[src/rtl/cache_mem_sched.sv]
// Memory channel scheduler shared by I$ refill and D$ refill/writeback.
// One transaction in flight; each 32-byte line moves as two 128-bit beats.
module cache_mem_sched #(
    parameter int TIDW   = 6,
    parameter int LADDRW = 27,
    parameter int IDXW   = 3
) (
    input  logic              gclk,
    input  logic              rst,

    input  logic              ireq_valid,
    input  logic [TIDW-1:0]   ireq_tid,
    input  logic [LADDRW-1:0] ireq_laddr,
    output logic              ireq_ready,

    input  logic              dreq_valid,
    input  logic              dreq_wb,
    input  logic [TIDW-1:0]   dreq_tid,
    input  logic [LADDRW-1:0] dreq_laddr,
    input  logic [255:0]      dreq_wdata,
    output logic              dreq_ready,

    output logic              mem_cmd_valid,
    output logic              mem_cmd_we,
    output logic [LADDRW-1:0] mem_cmd_laddr,
    input  logic              mem_cmd_ready,
    output logic              mem_wdata_valid,
    output logic [127:0]      mem_wdata,
    input  logic              mem_wdata_ready,
    input  logic              mem_rdata_valid,
    input  logic [127:0]      mem_rdata,

    output logic              cram_we,
    output logic              cram_dsel,
    output logic [TIDW-1:0]   cram_tid,
    output logic [IDXW-1:0]   cram_index,
    output logic              cram_half,
    output logic [127:0]      cram_data,

    output logic              done_valid,
    output logic              done_dsel,
    output logic [TIDW-1:0]   done_tid
);

    typedef enum logic [2:0] {
        S_IDLE,
        S_CMD,
        S_WD0,
        S_WD1,
        S_RD0,
        S_RD1,
        S_DONE
    } state_t;

    state_t              state_q, state_d;
    logic                rr_last_q, rr_last_d;
    logic                dsel_q, dsel_d;
    logic                we_q, we_d;
    logic [TIDW-1:0]     tid_q, tid_d;
    logic [LADDRW-1:0]   laddr_q, laddr_d;
    logic [255:0]        wdata_q, wdata_d;
    logic                grant_d;

    // rr_last holds the side granted last (1 = D$), so a tie goes to the other side.
    assign grant_d = (ireq_valid && dreq_valid) ? ~rr_last_q : dreq_valid;

    always_ff @(posedge gclk or posedge rst) begin
        if (rst) begin
            state_q   <= S_IDLE;
            rr_last_q <= 1'b1;
            dsel_q    <= 1'b0;
            we_q      <= 1'b0;
            tid_q     <= '0;
            laddr_q   <= '0;
            wdata_q   <= '0;
        end else begin
            state_q   <= state_d;
            rr_last_q <= rr_last_d;
            dsel_q    <= dsel_d;
            we_q      <= we_d;
            tid_q     <= tid_d;
            laddr_q   <= laddr_d;
            wdata_q   <= wdata_d;
        end
    end

    always_comb begin
        state_d         = state_q;
        rr_last_d       = rr_last_q;
        dsel_d          = dsel_q;
        we_d            = we_q;
        tid_d           = tid_q;
        laddr_d         = laddr_q;
        wdata_d         = wdata_q;

        ireq_ready      = 1'b0;
        dreq_ready      = 1'b0;
        mem_cmd_valid   = 1'b0;
        mem_cmd_we      = 1'b0;
        mem_cmd_laddr   = '0;
        mem_wdata_valid = 1'b0;
        mem_wdata       = '0;
        cram_we         = 1'b0;
        cram_dsel       = 1'b0;
        cram_tid        = '0;
        cram_index      = '0;
        cram_half       = 1'b0;
        cram_data       = '0;
        done_valid      = 1'b0;
        done_dsel       = 1'b0;
        done_tid        = '0;

        case (state_q)
            S_IDLE: begin
                // Ready is masked while reset is held so that every output reads 0.
                if (!rst && (ireq_valid || dreq_valid)) begin
                    rr_last_d = grant_d;
                    dsel_d    = grant_d;
                    state_d   = S_CMD;
                    if (grant_d) begin
                        dreq_ready = 1'b1;
                        we_d       = dreq_wb;
                        tid_d      = dreq_tid;
                        laddr_d    = dreq_laddr;
                        wdata_d    = dreq_wdata;
                    end else begin
                        ireq_ready = 1'b1;
                        we_d       = 1'b0;
                        tid_d      = ireq_tid;
                        laddr_d    = ireq_laddr;
                        wdata_d    = '0;
                    end
                end
            end
            S_CMD: begin
                mem_cmd_valid = 1'b1;
                mem_cmd_we    = we_q;
                mem_cmd_laddr = laddr_q;
                if (mem_cmd_ready) begin
                    state_d = we_q ? S_WD0 : S_RD0;
                end
            end
            S_WD0: begin
                mem_wdata_valid = 1'b1;
                mem_wdata       = wdata_q[127:0];
                if (mem_wdata_ready) begin
                    state_d = S_WD1;
                end
            end
            S_WD1: begin
                mem_wdata_valid = 1'b1;
                mem_wdata       = wdata_q[255:128];
                if (mem_wdata_ready) begin
                    state_d = S_DONE;
                end
            end
            S_RD0, S_RD1: begin
                // Read data has no backpressure: it goes straight to the line RAM.
                if (mem_rdata_valid) begin
                    cram_we    = 1'b1;
                    cram_dsel  = dsel_q;
                    cram_tid   = tid_q;
                    cram_index = laddr_q[IDXW-1:0];
                    cram_half  = (state_q == S_RD1);
                    cram_data  = mem_rdata;
                    state_d    = (state_q == S_RD1) ? S_DONE : S_RD1;
                end
            end
            S_DONE: begin
                done_valid = 1'b1;
                done_dsel  = dsel_q;
                done_tid   = tid_q;
                state_d    = S_IDLE;
            end
            default: begin
                state_d = S_IDLE;
            end
        endcase
    end

endmodule

[config.mk]
export PLATFORM = sky130hd
export DESIGN_NAME = cache_mem_sched
export DESIGN_NICKNAME = d
export VERILOG_FILES = /design/src/rtl/cache_mem_sched.sv
export SDC_FILE = /design/constraint.sdc
export NUM_CORES = 1
export LEC_CHECK = 0
export ABC_AREA = 1
export CAP_MARGIN = 20
export CORE_AREA = 4 4 299 301
export DETAILED_ROUTE_END_ITERATION = 6
export DIE_AREA = 0 0 303 305
export SLEW_MARGIN = 10
export SYNTH_ARGS = -nofsm -noshare
export SYNTH_HDL_FRONTEND = slang
export SYNTH_SLANG_ARGS = --single-unit
[constraint.sdc]
create_clock -name gclk -period 12.97 [get_ports gclk]
set_clock_uncertainty 0.15 [all_clocks]
set_input_delay 1.9455 -clock gclk [delete_from_list [all_inputs] [get_ports gclk]]
set_output_delay 1.9455 -clock gclk [all_outputs]
set_load 0.05 [all_outputs]
## After elaboration in Yosys (flattened, before gate mapping)

Cells that the tools add are included.

| storage, ports and cells | value |
|---|---|
| memory bits (writable) | 0 |
| register bits | 295 |
| memory bits (read-only) | 0 |
| latch bits | 0 |
| memories kept | 0 |

| operators by class | value |
|---|---|
| $add $sub $neg | 0 |
| muxes and demuxes | 39 |
| bitwise logic cells | 1 |
| reduce and logical (&&, ||, !) cells | 9 |
| shift operators | 0 |
| multipliers | 0 |
| divide/modulo/power cells | 0 |
| $lt $le $gt $ge | 0 |
| equality and inequality tests | 11 |

Operators with widths:

| kind | number |
|---|---|
| two-way mux 128 bit | 2 |
| two-way mux 256 bit | 1 |
| case mux 128 bit (2 select lines) | 1 |
| two-way mux 27 bit | 2 |
| two-way mux 3 bit | 8 |
| two-way mux 6 bit | 4 |
| two-way mux 1 bit | 19 |
| case mux 3 bit (5 select lines) | 1 |
| inequality test 2 bit (second input constant) | 5 |
| equality test 3 bit (second input constant) | 3 |
| equality test 3 x 2 -> 1 bit (second input constant) | 2 |
| AND reduction 5 bit | 1 |
| OR reduction 2 bit | 2 |
| equality test 3 x 1 -> 1 bit (second input constant) | 1 |
| zero test 3 bit | 1 |
| logical AND 1 bit | 2 |
| two-way mux 2 bit | 1 |
| AND reduction 2 bit | 1 |
| zero test 1 bit | 1 |
| logical OR 1 bit | 1 |
| NOT 1 bit | 1 |

## Logic depth before layout (Yosys ltp)

| depth | value |
|---|---|
| depth in word-level cells | 5 |
| mapped depth | 10 |
| depth with buffers taken out | 7 |

## Least setup slack after synthesis

No wires, ideal clock.

| timing | value |
|---|---|
| path kind | in2reg |
| start | input port rst |
| end | register state_q[0] |
| path buffers | 0 |
| slack | 3666 ps |
| arrival | 9035 ps |
| data required time | 12701 ps |
| stages | 6 |
| library setup time | 119 ps |
| path through | inv_1 o21ai_0 nand2_1 nand4_1 nand2_1 nand2_1 |

| on the way | value |
|---|---|
| word-level cells in the longest chain between the ends | 4 |

RTL lines:

| what | RTL line | text |
|---|---|---|
| start: declaration | 9 | `input logic rst,` |
| zero test 1 bit | 116 | `if (!rst && (ireq_valid \|\| dreq_valid)) begin` |
| logical AND 1 bit | 116 |  |
| inequality test 2 bit (no source line) | - |  |
| AND reduction 5 bit (no source line) | - |  |
| end signal: assignment | 77 | `state_q <= state_d;` |
| end: declaration | 55 | `state_t state_q, state_d;` |

Every way passes these cells.
A chain may end at the register's enable or synchronous reset.

## Final worst setup path

| timing | value |
|---|---|
| start | input port dreq_valid |
| end | output port dreq_ready |

| on the way | value |
|---|---|
| word-level cells in the longest chain between the ends | 5 |

RTL lines:

| what | RTL line | text |
|---|---|---|
| start: declaration | 16 | `input logic dreq_valid,` |
| logical AND 1 bit | 65 | `assign grant_d = (ireq_valid && dreq_valid) ? ~rr_last_q : dreq_valid;` |
| two-way mux 1 bit | 65 |  |
| two-way mux 1 bit | 120 | `if (grant_d) begin` |
| two-way mux 1 bit (*) | 116 |  |
| two-way mux 1 bit (*) | 113 | `case (state_q)` |
| end: declaration | 21 | `output logic dreq_ready,` |

Every way passes the cells marked *; elsewhere a longest branch is shown, timed or not.

==> impl_metrics.xml <==
<?xml version="1.0" encoding="UTF-8"?>
<metrics>
  <group name="run_status">
    <metric name="run_status" unit="">finished clean</metric>
  </group>
  <group name="clock_tree">
    <metric name="cts.htree.levels" unit="">2</metric>
    <metric name="number_of_buffers_created_by_cts" unit="">38</metric>
    <metric name="clock_tree.root_cell" unit="">sky130_fd_sc_hd__clkbuf_16</metric>
    <metric name="clock_sinks" unit="">295</metric>
    <metric name="clock_latency" unit="ns">0.55</metric>
    <metric name="clock_tree.buffer_depth" unit="">3</metric>
    <metric name="clkTransAtPathRegs" unit="ns">0.06</metric>
    <metric name="post_cts.resized_instances" unit="">0</metric>
    <metric name="clock_tree_from_tritoncts" unit="">done</metric>
    <metric name="ctsHoldBuffers" unit="">0</metric>
    <metric name="postCtsSetupRepairBufs" unit="">0</metric>
  </group>
  <group name="setup_path">
    <metric name="cp_max_fanout" unit="">47</metric>
    <metric name="criticalPathCategory" unit="">in2out</metric>
    <metric name="cp_data_required_time" unit="ns">10.87</metric>
    <metric name="critPathLaunchType" unit="">input port</metric>
    <metric name="arrival" unit="ns">4.73</metric>
    <metric name="setup_crit_end_kind" unit="">output pin</metric>
  </group>
  <group name="power_and_ir_drop">
    <metric name="total_leakage_power" unit="nW">9.847</metric>
    <metric name="power_switching_share" unit="%">42.63</metric>
    <metric name="power_switching" unit="mW">2.019</metric>
    <metric name="power.ir.vdd_worst" unit="mV">0.1119</metric>
    <metric name="p_comb_share" unit="%">45.5</metric>
    <metric name="pwr-share-seq" unit="%">31.5</metric>
    <metric name="intPower" unit="mW">2.717</metric>
    <metric name="pwr_density_cell" unit="nW/um2">197.0</metric>
    <metric name="p_clk_share" unit="%">23.0</metric>
  </group>
  <group name="floorplan">
    <metric name="dieWidth" unit="um">303</metric>
    <metric name="boundaryPins" unit="">766</metric>
    <metric name="core-area" unit="um2">86620</metric>
    <metric name="chipHeight" unit="um">305</metric>
    <metric name="placementRows" unit="">108</metric>
    <metric name="dieArea" unit="um2">92420</metric>
    <metric name="initial_core_util" unit="%">16.34</metric>
  </group>
  <group name="synthesis">
    <metric name="synth.avg_cell_area" unit="um2">7.674</metric>
    <metric name="synth_top_cell_by_area" unit="">sky130_fd_sc_hd__dfrtp_1</metric>
    <metric name="synth.yosys.seq_area_share" unit="%">52.18</metric>
    <metric name="synthesis.yosys.warnings" unit="">0</metric>
    <metric name="synth-seq-cells" unit="">295</metric>
    <metric name="yosysUniqueCellTypes" unit="">24</metric>
    <metric name="ys_top_cells_by_area" unit="">sky130_fd_sc_hd__dfrtp_1 52%, sky130_fd_sc_hd__nand2_1 13%, sky130_fd_sc_hd__o21ai_1 8.1%</metric>
    <metric name="post_synth_inst_count" unit="">1844</metric>
    <metric name="post_synth_net_total" unit="">2302</metric>
    <metric name="yosysTopAreaCellShare" unit="%">51.99</metric>
    <metric name="syn_area" unit="um2">14150</metric>
  </group>
  <group name="drt">
    <metric name="detailedRoute.firstIterationViolations" unit="">1015</metric>
    <metric name="via_per_inst" unit="">3.987</metric>
    <metric name="ant_nets" unit="">0</metric>
    <metric name="avgRoutedWirePerCell" unit="um">20.91</metric>
    <metric name="detail_route.drc_violations" unit="">0</metric>
    <metric name="wirelength" unit="um">78130</metric>
    <metric name="num_vias" unit="">14900</metric>
    <metric name="first_pass_iters" unit="">5</metric>
  </group>
  <group name="sta">
    <metric name="post_route_clock_period_utilization" unit="%">52.65</metric>
    <metric name="rsz0062_at_grt" unit="">no</metric>
    <metric name="worstMarginPinSlew" unit="ns">1.037</metric>
    <metric name="final-setup-viol-count" unit="">0</metric>
    <metric name="period_needed" unit="ns">6.829</metric>
    <metric name="report.final.slew_viol_count" unit="">0</metric>
    <metric name="timing.fmax" unit="MHz">146.4</metric>
    <metric name="finalHoldWorstSlack" unit="ns">0.3274</metric>
    <metric name="setup_total_negative_slack" unit="ns">0</metric>
    <metric name="timing.final.hold_violations" unit="">0</metric>
    <metric name="slew_hr" unit="%">30.90</metric>
  </group>
  <group name="global_route">
    <metric name="grt_start_max_net_pins" unit="">151</metric>
    <metric name="grt_usage" unit="%">16.13</metric>
    <metric name="number_of_global_route_vias_before_repair" unit="">15180</metric>
    <metric name="grt_overflow_total" unit="">0</metric>
    <metric name="antenna_found_initial" unit="">56</metric>
    <metric name="grt_pass1_wl" unit="um">108800</metric>
  </group>
  <group name="hold_path">
    <metric name="holdCritPathClass" unit="">reg2reg</metric>
  </group>
  <group name="final_layout">
    <metric name="post-route-cell-area" unit="um2">24050</metric>
    <metric name="multi_input_area" unit="um2">4961</metric>
    <metric name="fillers" unit="">9382</metric>
    <metric name="final_nets" unit="">2995</metric>
    <metric name="synthToLayoutAreaGrowth" unit="%">69.92</metric>
    <metric name="sequential_cell_area_in_the_final_layout" unit="um2">7383</metric>
    <metric name="most-common-layout-cells" unit="">764 x sky130_fd_sc_hd__clkdlybuf4s50_1, 497 x sky130_fd_sc_hd__nand2_1, 300 x sky130_fd_sc_hd__inv_1, 294 x sky130_fd_sc_hd__dfrtp_1, 228 x sky130_fd_sc_hd__o21ai_1</metric>
    <metric name="final_layout_size_suffix_gt1_share" unit="%">3.512</metric>
    <metric name="mostFrequentLayoutCell" unit="">sky130_fd_sc_hd__clkdlybuf4s50_1</metric>
  </group>
  <group name="run">
    <metric name="cap_violations" unit="">0</metric>
  </group>
  <group name="place">
    <metric name="dp.final_hpwl" unit="um">60230</metric>
    <metric name="place_congestion" unit="">0.8990</metric>
    <metric name="dpl-instance-area" unit="um2">22730</metric>
    <metric name="port_buffers" unit="">765</metric>
  </group>
</metrics>
[critical path: stages]
cell                              delay, ns
sky130_fd_sc_hd__clkdlybuf4s50_1       0.57
sky130_fd_sc_hd__nor2_1                0.09
sky130_fd_sc_hd__nor2_2                0.17
sky130_fd_sc_hd__nand2_4               0.32
sky130_fd_sc_hd__nor2_8                0.64
sky130_fd_sc_hd__clkdlybuf4s50_1       0.98
[layout make-up]
| type | instances | share of cell area (%) |
|---|---|---|
| timing repair buffer | 780 | 32.36 |
| multi-input combinational | 1118 | 20.63 |
| clock inverter | 12 | 0.6764 |
| antenna | 18 | 0.1873 |
| inverter | 304 | 4.808 |
| sequential | 295 | 30.71 |
| tap | 1155 | 6.010 |
| clock buffer | 54 | 4.626 |
[cells by family (layout without fill, tap and decap cells)]
kind of cell	Yosys count	in the layout	synth area share, %
flops	295	295	52.18
other cells	0	18	0
buf+inv	431	1150	12.93
compound gates	390	390	14.94
simple gates	728	728	19.96
[registers in the layout, indices dropped and copies added (netlist names)]
name       flops
laddr_q       27
we_q           1
tid_q          6
wdata_q      256
state_q        3
dsel_q         1
rr_last_q      1
[worst paths after layout]
path	from	to	slack, ns	cells after the start
max	dreq_valid	dreq_ready	6.14	6
min in group asynchronous	rst	laddr_q[19]$_DFFE_PP0P_	1.85	2
max in group asynchronous	rst	wdata_q[35]$_DFFE_PP0P_	8.70	4
min reg2reg	rr_last_q$_DFFE_PP1P_	rr_last_q$_DFFE_PP1P_	0.33	2
max reg2reg	state_q[0]$_DFFE_PP0P_	wdata_q[146]$_DFFE_PP0P_	9.18	9
min	rr_last_q$_DFFE_PP1P_	rr_last_q$_DFFE_PP1P_	0.33	2
[synth_stat cells]
cell type                  instances
sky130_fd_sc_hd__nor2_8            1
sky130_fd_sc_hd__inv_4             1
sky130_fd_sc_hd__nand4_1           4
sky130_fd_sc_hd__nand2_2           1
sky130_fd_sc_hd__dfrtp_1         294
sky130_fd_sc_hd__nor3_1            1
sky130_fd_sc_hd__a21oi_1           3
sky130_fd_sc_hd__buf_6             5
sky130_fd_sc_hd__nor2_1          181
sky130_fd_sc_hd__o21ai_0          30
sky130_fd_sc_hd__buf_2            47
sky130_fd_sc_hd__o22ai_1         128
sky130_fd_sc_hd__nand3_1          35
sky130_fd_sc_hd__nand2_1         500
sky130_fd_sc_hd__dfstp_2           1
sky130_fd_sc_hd__buf_1            12
sky130_fd_sc_hd__clkbuf_1         33
sky130_fd_sc_hd__nor2_2            4
sky130_fd_sc_hd__inv_2             2
sky130_fd_sc_hd__o21ai_1         228
sky130_fd_sc_hd__buf_4            30
sky130_fd_sc_hd__nand2_4           1
sky130_fd_sc_hd__o21bai_1          1
sky130_fd_sc_hd__inv_1           301
[layer usage]
| metal | routed length, um | track usage [%] | vias up | part of all wire, % |
|---|---|---|---|---|
| li1 | - | - | 7138 | - |
| met1 | 28480 | 17.67 | 6901 | 36 |
| met2 | 38560 | 27.79 | 662 | 49 |
| met3 | 7414 | 5.503 | 183 | 9.5 |
| met4 | 3608 | 7.813 | 12 | 4.6 |
| met5 | 79 | 0 | - | 0.10 |
[through the flow]
stage	setup WS, ns	utilization (%)	power [mW]	instances
floorplan	2.715	-	2.910	1844
global placement	6.010	26.24	3.644	3652
detailed placement	6.067	26.24	3.669	3652
CTS	6.058	27.71	4.801	3718
global route	5.934	27.75	5.043	3732
finish	6.141	27.76	4.737	3736
[power by group through the flow]
| stage | registers (mW) | logic [mW] | clock network (mW) |
|---|---|---|---|
| after CTS | 1.49 | 2.18 | 1.13 |
| after detailed placement | 1.50 | 2.16 | 0 |
| after global placement | 1.49 | 2.15 | 0 |
| after global routing | 1.54 | 2.35 | 1.16 |
| final | 1.49 | 2.16 | 1.09 |
| after floorplan | 1.47 | 1.44 | 0 |
(Power assumes the default switching activity.)
